$ cat config.mk
export PLATFORM = sky130hd
export DESIGN_NAME = seg_scan_ctrl
export DESIGN_NICKNAME = d
export VERILOG_FILES = /design/src/rtl/seg_pkg.sv /design/src/rtl/seg_tick_gen.sv /design/src/rtl/seg_scan_ctrl.sv
export SDC_FILE = /design/constraint.sdc
export NUM_CORES = 1
export LEC_CHECK = 0
export CORE_UTILIZATION = 40
export CTS_BUF_LIST = sky130_fd_sc_hd__clkbuf_4 sky130_fd_sc_hd__clkbuf_8
export CTS_CLUSTER_SIZE = 28
export DETAILED_ROUTE_END_ITERATION = 7
export GPL_TIMING_DRIVEN = 0
export SETUP_SLACK_MARGIN = 0.4
export SYNTH_ARGS = -nofsm -noshare
export SYNTH_HDL_FRONTEND = slang
export SYNTH_SLANG_ARGS = --single-unit
$ cat constraint.sdc
create_clock -name clk -period 2.7 [get_ports clk]
set_clock_uncertainty 0.1 [all_clocks]
set_input_delay 0.54 -clock clk [delete_from_list [all_inputs] [get_ports clk]]
set_output_delay 0.54 -clock clk [all_outputs]
set_load 0.005 [all_outputs]
$ cat src/rtl/seg_pkg.sv
// seg_pkg: shared digit count, nibble/index types and scan-control FSM states
package seg_pkg;
  localparam int NUM_DIGITS = 8;
  typedef logic [3:0] digit_t;
  typedef logic [2:0] sel_t;
  typedef enum logic {IDLE, PEND} state_t;
endpackage

$ cat src/rtl/seg_tick_gen.sv
// seg_tick_gen: prescaler counting 0..CLK_DIV-1, tick high in the terminal-count cycle (clk, rst_n in; tick out)
module seg_tick_gen #(
  parameter int CLK_DIV = 100000
) (
  input  logic clk,
  input  logic rst_n,
  output logic tick
);
  localparam int W = $clog2(CLK_DIV);
  logic [W-1:0] cnt;
  assign tick = cnt == W'(CLK_DIV - 1);
  always_ff @(posedge clk or negedge rst_n)
    if (!rst_n) cnt <= '0;
    else cnt <= tick ? '0 : cnt + 1'b1;
endmodule

$ cat src/rtl/seg_scan_ctrl.sv
// seg_scan_ctrl: 8-digit scan controller with shadow/display banks committed on frame wrap (write port, commit, digit_en in; num, sel, blank, frame_start, wr_ready out)
module seg_scan_ctrl
  import seg_pkg::*;
#(
  parameter int CLK_DIV = 100000
) (
  input  logic       clk,
  input  logic       rst_n,
  input  logic       wr_valid,
  output logic       wr_ready,
  input  logic [2:0] wr_addr,
  input  logic [3:0] wr_data,
  input  logic       commit,
  input  logic [7:0] digit_en,
  output logic [3:0] num,
  output logic [2:0] sel,
  output logic       blank,
  output logic       frame_start
);
  state_t state, state_nxt;
  digit_t [NUM_DIGITS-1:0] shadow_bank, disp_bank;
  logic tick, wrap;
  seg_tick_gen #(.CLK_DIV(CLK_DIV)) u_tick (.clk(clk), .rst_n(rst_n), .tick(tick));
  assign wrap  = tick && sel == sel_t'(NUM_DIGITS - 1);
  assign num   = disp_bank[sel];
  assign blank = ~digit_en[sel];
  always_comb begin
    wr_ready  = state == IDLE;
    state_nxt = state == IDLE ? (commit ? PEND : IDLE) : (wrap ? IDLE : PEND);
  end
  always_ff @(posedge clk or negedge rst_n)
    if (!rst_n) state <= IDLE;
    else state <= state_nxt;
  always_ff @(posedge clk or negedge rst_n)
    if (!rst_n) begin
      sel         <= '0;
      frame_start <= 1'b0;
    end else begin
      if (tick) sel <= sel + 1'b1;
      frame_start <= wrap;
    end
  always_ff @(posedge clk or negedge rst_n)
    if (!rst_n) begin
      shadow_bank <= '0;
      disp_bank   <= '0;
    end else begin
      if (wr_valid && wr_ready) shadow_bank[wr_addr] <= wr_data;
      if (state == PEND && wrap) disp_bank <= shadow_bank;
    end
endmodule

==> load_flow_metrics.sql <==
INSERT INTO impl_metrics (metric_group, metric, value, unit) VALUES
('yosys', 'synth_cell_types', '27', ''),
('floorplanning', 'dieWidth', '98.8', 'um'),
('power_and_ir_drop', 'post_route_total_power', '2.32', 'mW'),
('grt', 'largest_net_degree_at_the_start_of_global_routing', '67', ''),
('finish', 'area_of_all_sequential_standard_cells', '0.00216', 'mm^2'),
('sta', 'setup-violations-final', '0', ''),
('worst_setup_path', 'cp.depth', '5', ''),
('status', 'status', 'finished clean', ''),
('sta', 'rsz0062_at_grt', 'yes', ''),
('sta', 'slew_worst_pin', '0.918', 'ns'),
('worst_setup_path', 'regToRegEndpoint', 'disp_bank[23]', ''),
('yosys', 'synth_simple_gate_area_share', '0.0861', ''),
('grt', 'grt-ovfl-total', '0', ''),
('worst_setup_path', 'class_of_the_most_critical_setup_path', 'register to primary output', ''),
('drt', 'vias', '2210', ''),
('grt', 'global_route.usage.total', '0.162', ''),
('grt', 'grt_antenna_before_repair', '0', ''),
('power_and_ir_drop', 'max-vdd-ir-drop', '0.245', 'mV'),
('drt', 'first_pass_iters', '4', ''),
('yosys', 'sequential_area_share_after_synthesis', '0.574', ''),
('sta', 'timing.fmax', '390', 'MHz'),
('drt', 'wl_per_cell', '17.1', 'um'),
('power_and_ir_drop', 'seq_power_share', '0.562', ''),
('floorplanning', 'die_h', '98.8', 'um'),
('worst_setup_path', 'worst-r2r-cell-count', '6', ''),
('power_and_ir_drop', 'power.net_switching', '0.542', 'mW'),
('worst_setup_path', 'flop_to_flop_setup_slack', '0.50', 'ns'),
('placement', 'dpl_worst_slack', '-0.0693', 'ns'),
('cts', 'cts_h_tree_depth', '3', ''),
('yosys', 'cell_count_after_synthesis', '256', ''),
('floorplanning', 'initial_util', '0.422', ''),
('drt', 'via_per_inst', '5.27', ''),
('finish', 'layout_commonest_cell', 'dfrtp_1', ''),
('sta', 'final.min_clock_period', '2.57', 'ns'),
('cts', 'root_buffer', 'clkbuf_8', ''),
('yosys', 'synthesis.area', '0.00375', 'mm^2'),
('cts', 'clk_path_buf_depth', '2', ''),
('yosys', 'main_combinational_cell_family_by_area_after_synthesis', 'multiplexers', ''),
('drt', 'wirelength', '7150', 'um'),
('yosys', 'post_synth_main_area_contributors', 'dfrtp_1 (57%), mux2_2 (21%), mux4_2 (6.0%)', ''),
('finish', 'most_frequent_cells_in_the_layout', 'dfrtp_1 (83), mux2_2 (66), clkdlybuf4s50_1 (22), nor2_1 (16)', ''),
('power_and_ir_drop', 'switching_share', '0.233', ''),
('cts', 'tritoncts', 'built', ''),
('finish', 'fin_util', '0.513', ''),
('placement', 'port_buffers', '28', ''),
('floorplanning', 'io_pins', '29', ''),
('floorplanning', 'floorplan.die_area', '0.00976', 'mm^2'),
('sta', 'worst_slack', '0.135', 'ns'),
('worst_setup_path', 'path_cells', 'buf_12, buf_8, mux4_2, mux2_4, buf_6', ''),
('finish', 'drive_gt1_frac', '0.399', ''),
('yosys', 'synthDominantAreaCellType', 'dfrtp_1', ''),
('worst_setup_path', 'critical-path-top-delay-family', 'multiplexers', ''),
('finish', 'fillerInstances', '773', ''),
('drt', 'drc', '0', ''),
('finish', 'net_count_of_the_finished_layout', '328', ''),
('sta', 'final_min_period_over_clock_period', '0.950', ''),
('yosys', 'synth.yosys.warnings', '0', ''),
('placement', 'post_detailed_placement_cell_area', '0.00419', 'mm^2'),
('power_and_ir_drop', 'power-per-cell-area', '510', 'mW/mm^2'),
('grt', 'grt_pass1_wl', '11900', 'um'),
('yosys', 'synthXorXnorAreaFrac', '0.0350', ''),
('min_path', 'hold_path_start', 'u_tick.cnt[16]', ''),
('cts', 'insertion_delay', '0.36', 'ns'),
('worst_setup_path', 'crit_required', '2.06', 'ns'),
('worst_setup_path', 'slowest_delay', '0.49', 'ns'),
('sta', 'hold_violations', '0', ''),
('worst_setup_path', 'path_max_fanout', '3', ''),
('flow_run', 'number_of_max_cap_violations', '0', ''),
('sta', 'worst_slew_margin_rel', '0.387', ''),
('sta', 'drv_slew', '0', ''),
('power_and_ir_drop', 'power.static_leakage', '2.16', 'nW');
==> synthesized netlist by cell type <==
library cell,n
nand3_1,8
buf_1,1
xnor2_1,6
nand2_1,7
nor3_4,1
nor2_1,16
dfrtp_1,86
nand3b_1,2
ha_1,3
and4_1,1
nor3b_1,4
clkbuf_1,4
o21ai_0,1
nor2b_1,1
xor2_1,9
and2_1,1
or4_4,1
inv_1,1
mux2_2,70
nand4_1,10
mux4_2,10
and3_1,3
nor4_1,2
buf_6,3
buf_2,2
nor4b_1,1
mux2i_1,2
==> final cells by class <==
cell class | count | area share
sequential | 86 | 0.473
multi-input combinational | 159 | 0.339
timing repair buffer | 39 | 0.0944
tap | 108 | 0.0296
clock buffer | 9 | 0.0272
buffer | 10 | 0.0181
clock inverter | 7 | 0.0178
inverter | 1 | 0.000823
==> worst reg2reg max path: cells and delay by family, from the launching register on <==
kind	cells	cell delay (ns)
mux	1	0.35
simple gates	3	0.86
buf+inv	2	0.34
flops	1	0.43
==> sequential cells by signal, summed over array words and instances, names as in the netlist <==
signal,flops
frame_start,1
shadow_bank,32
sel,3
state,1
u_tick.cnt,17
disp_bank,32
==> stage by stage <==
stage,std cells,hold WS (ns)
finish,419,0.383
global route,419,0.412
CTS,418,0.387
detailed placement,393,0.355
global placement,392,0.363
floorplan,256,0.144
==> power groups by stage <==
stage,clock network [mW],logic (mW),registers (mW)
2_1_floorplan,0,0.0172,1.33
5_1_grt,1.01,0.0948,1.31
4_1_cts,0.967,0.0872,1.31
3_5_place_dp,0,0.0868,1.33
3_3_place_gp,0,0.0796,1.33
6_report,0.933,0.0844,1.31
==> timing repair <==
action                                 in CTS  in global routing
setup buffers                               7                  1
gates cloned                                1                  0
endpoints found under the hold margin      20                  0
setup endpoints to repair                  34                 30
resized for setup                          37                  6
hold buffers                                1                  0
pin swaps                                   1                  0
==> logic make-up (layout without fill, tap and decap cells) <==
kind of cell,count (synthesis),in the layout
buffers and inverters,11,66
AO/OA/AOI/OAI,1,1
multiplexers,82,82
flip-flops,86,86
adder cells (fa/ha/maj),3,3
AND/OR/NAND/NOR,58,58
XOR/XNOR,15,15
==> how the worst max path moves through the flow <==
| stage | from | end | slack, ns |
|---|---|---|---|
| after floorplan | sel[0] | num[0] | 0.57 |
| after global placement | rst_n | disp_bank[23] | -2.13 |
| after detailed placement | sel[0] | num[0] | -0.07 |
| after CTS | sel[0] | num[1] | 0.12 |
| after global routing | sel[0] | num[1] | 0.07 |
| final | sel[0] | num[0] | 0.13 |
==> per-layer routing <==
metal	track usage	wire length (um)	vias to the layer above
met4	0.0551	79	0
met2	0.263	3510	30
met5	0	0	-
met3	0.0369	186	8
met1	0.216	3380	1140
li1	-	-	1032
Power figures use the tool's default switching activity.
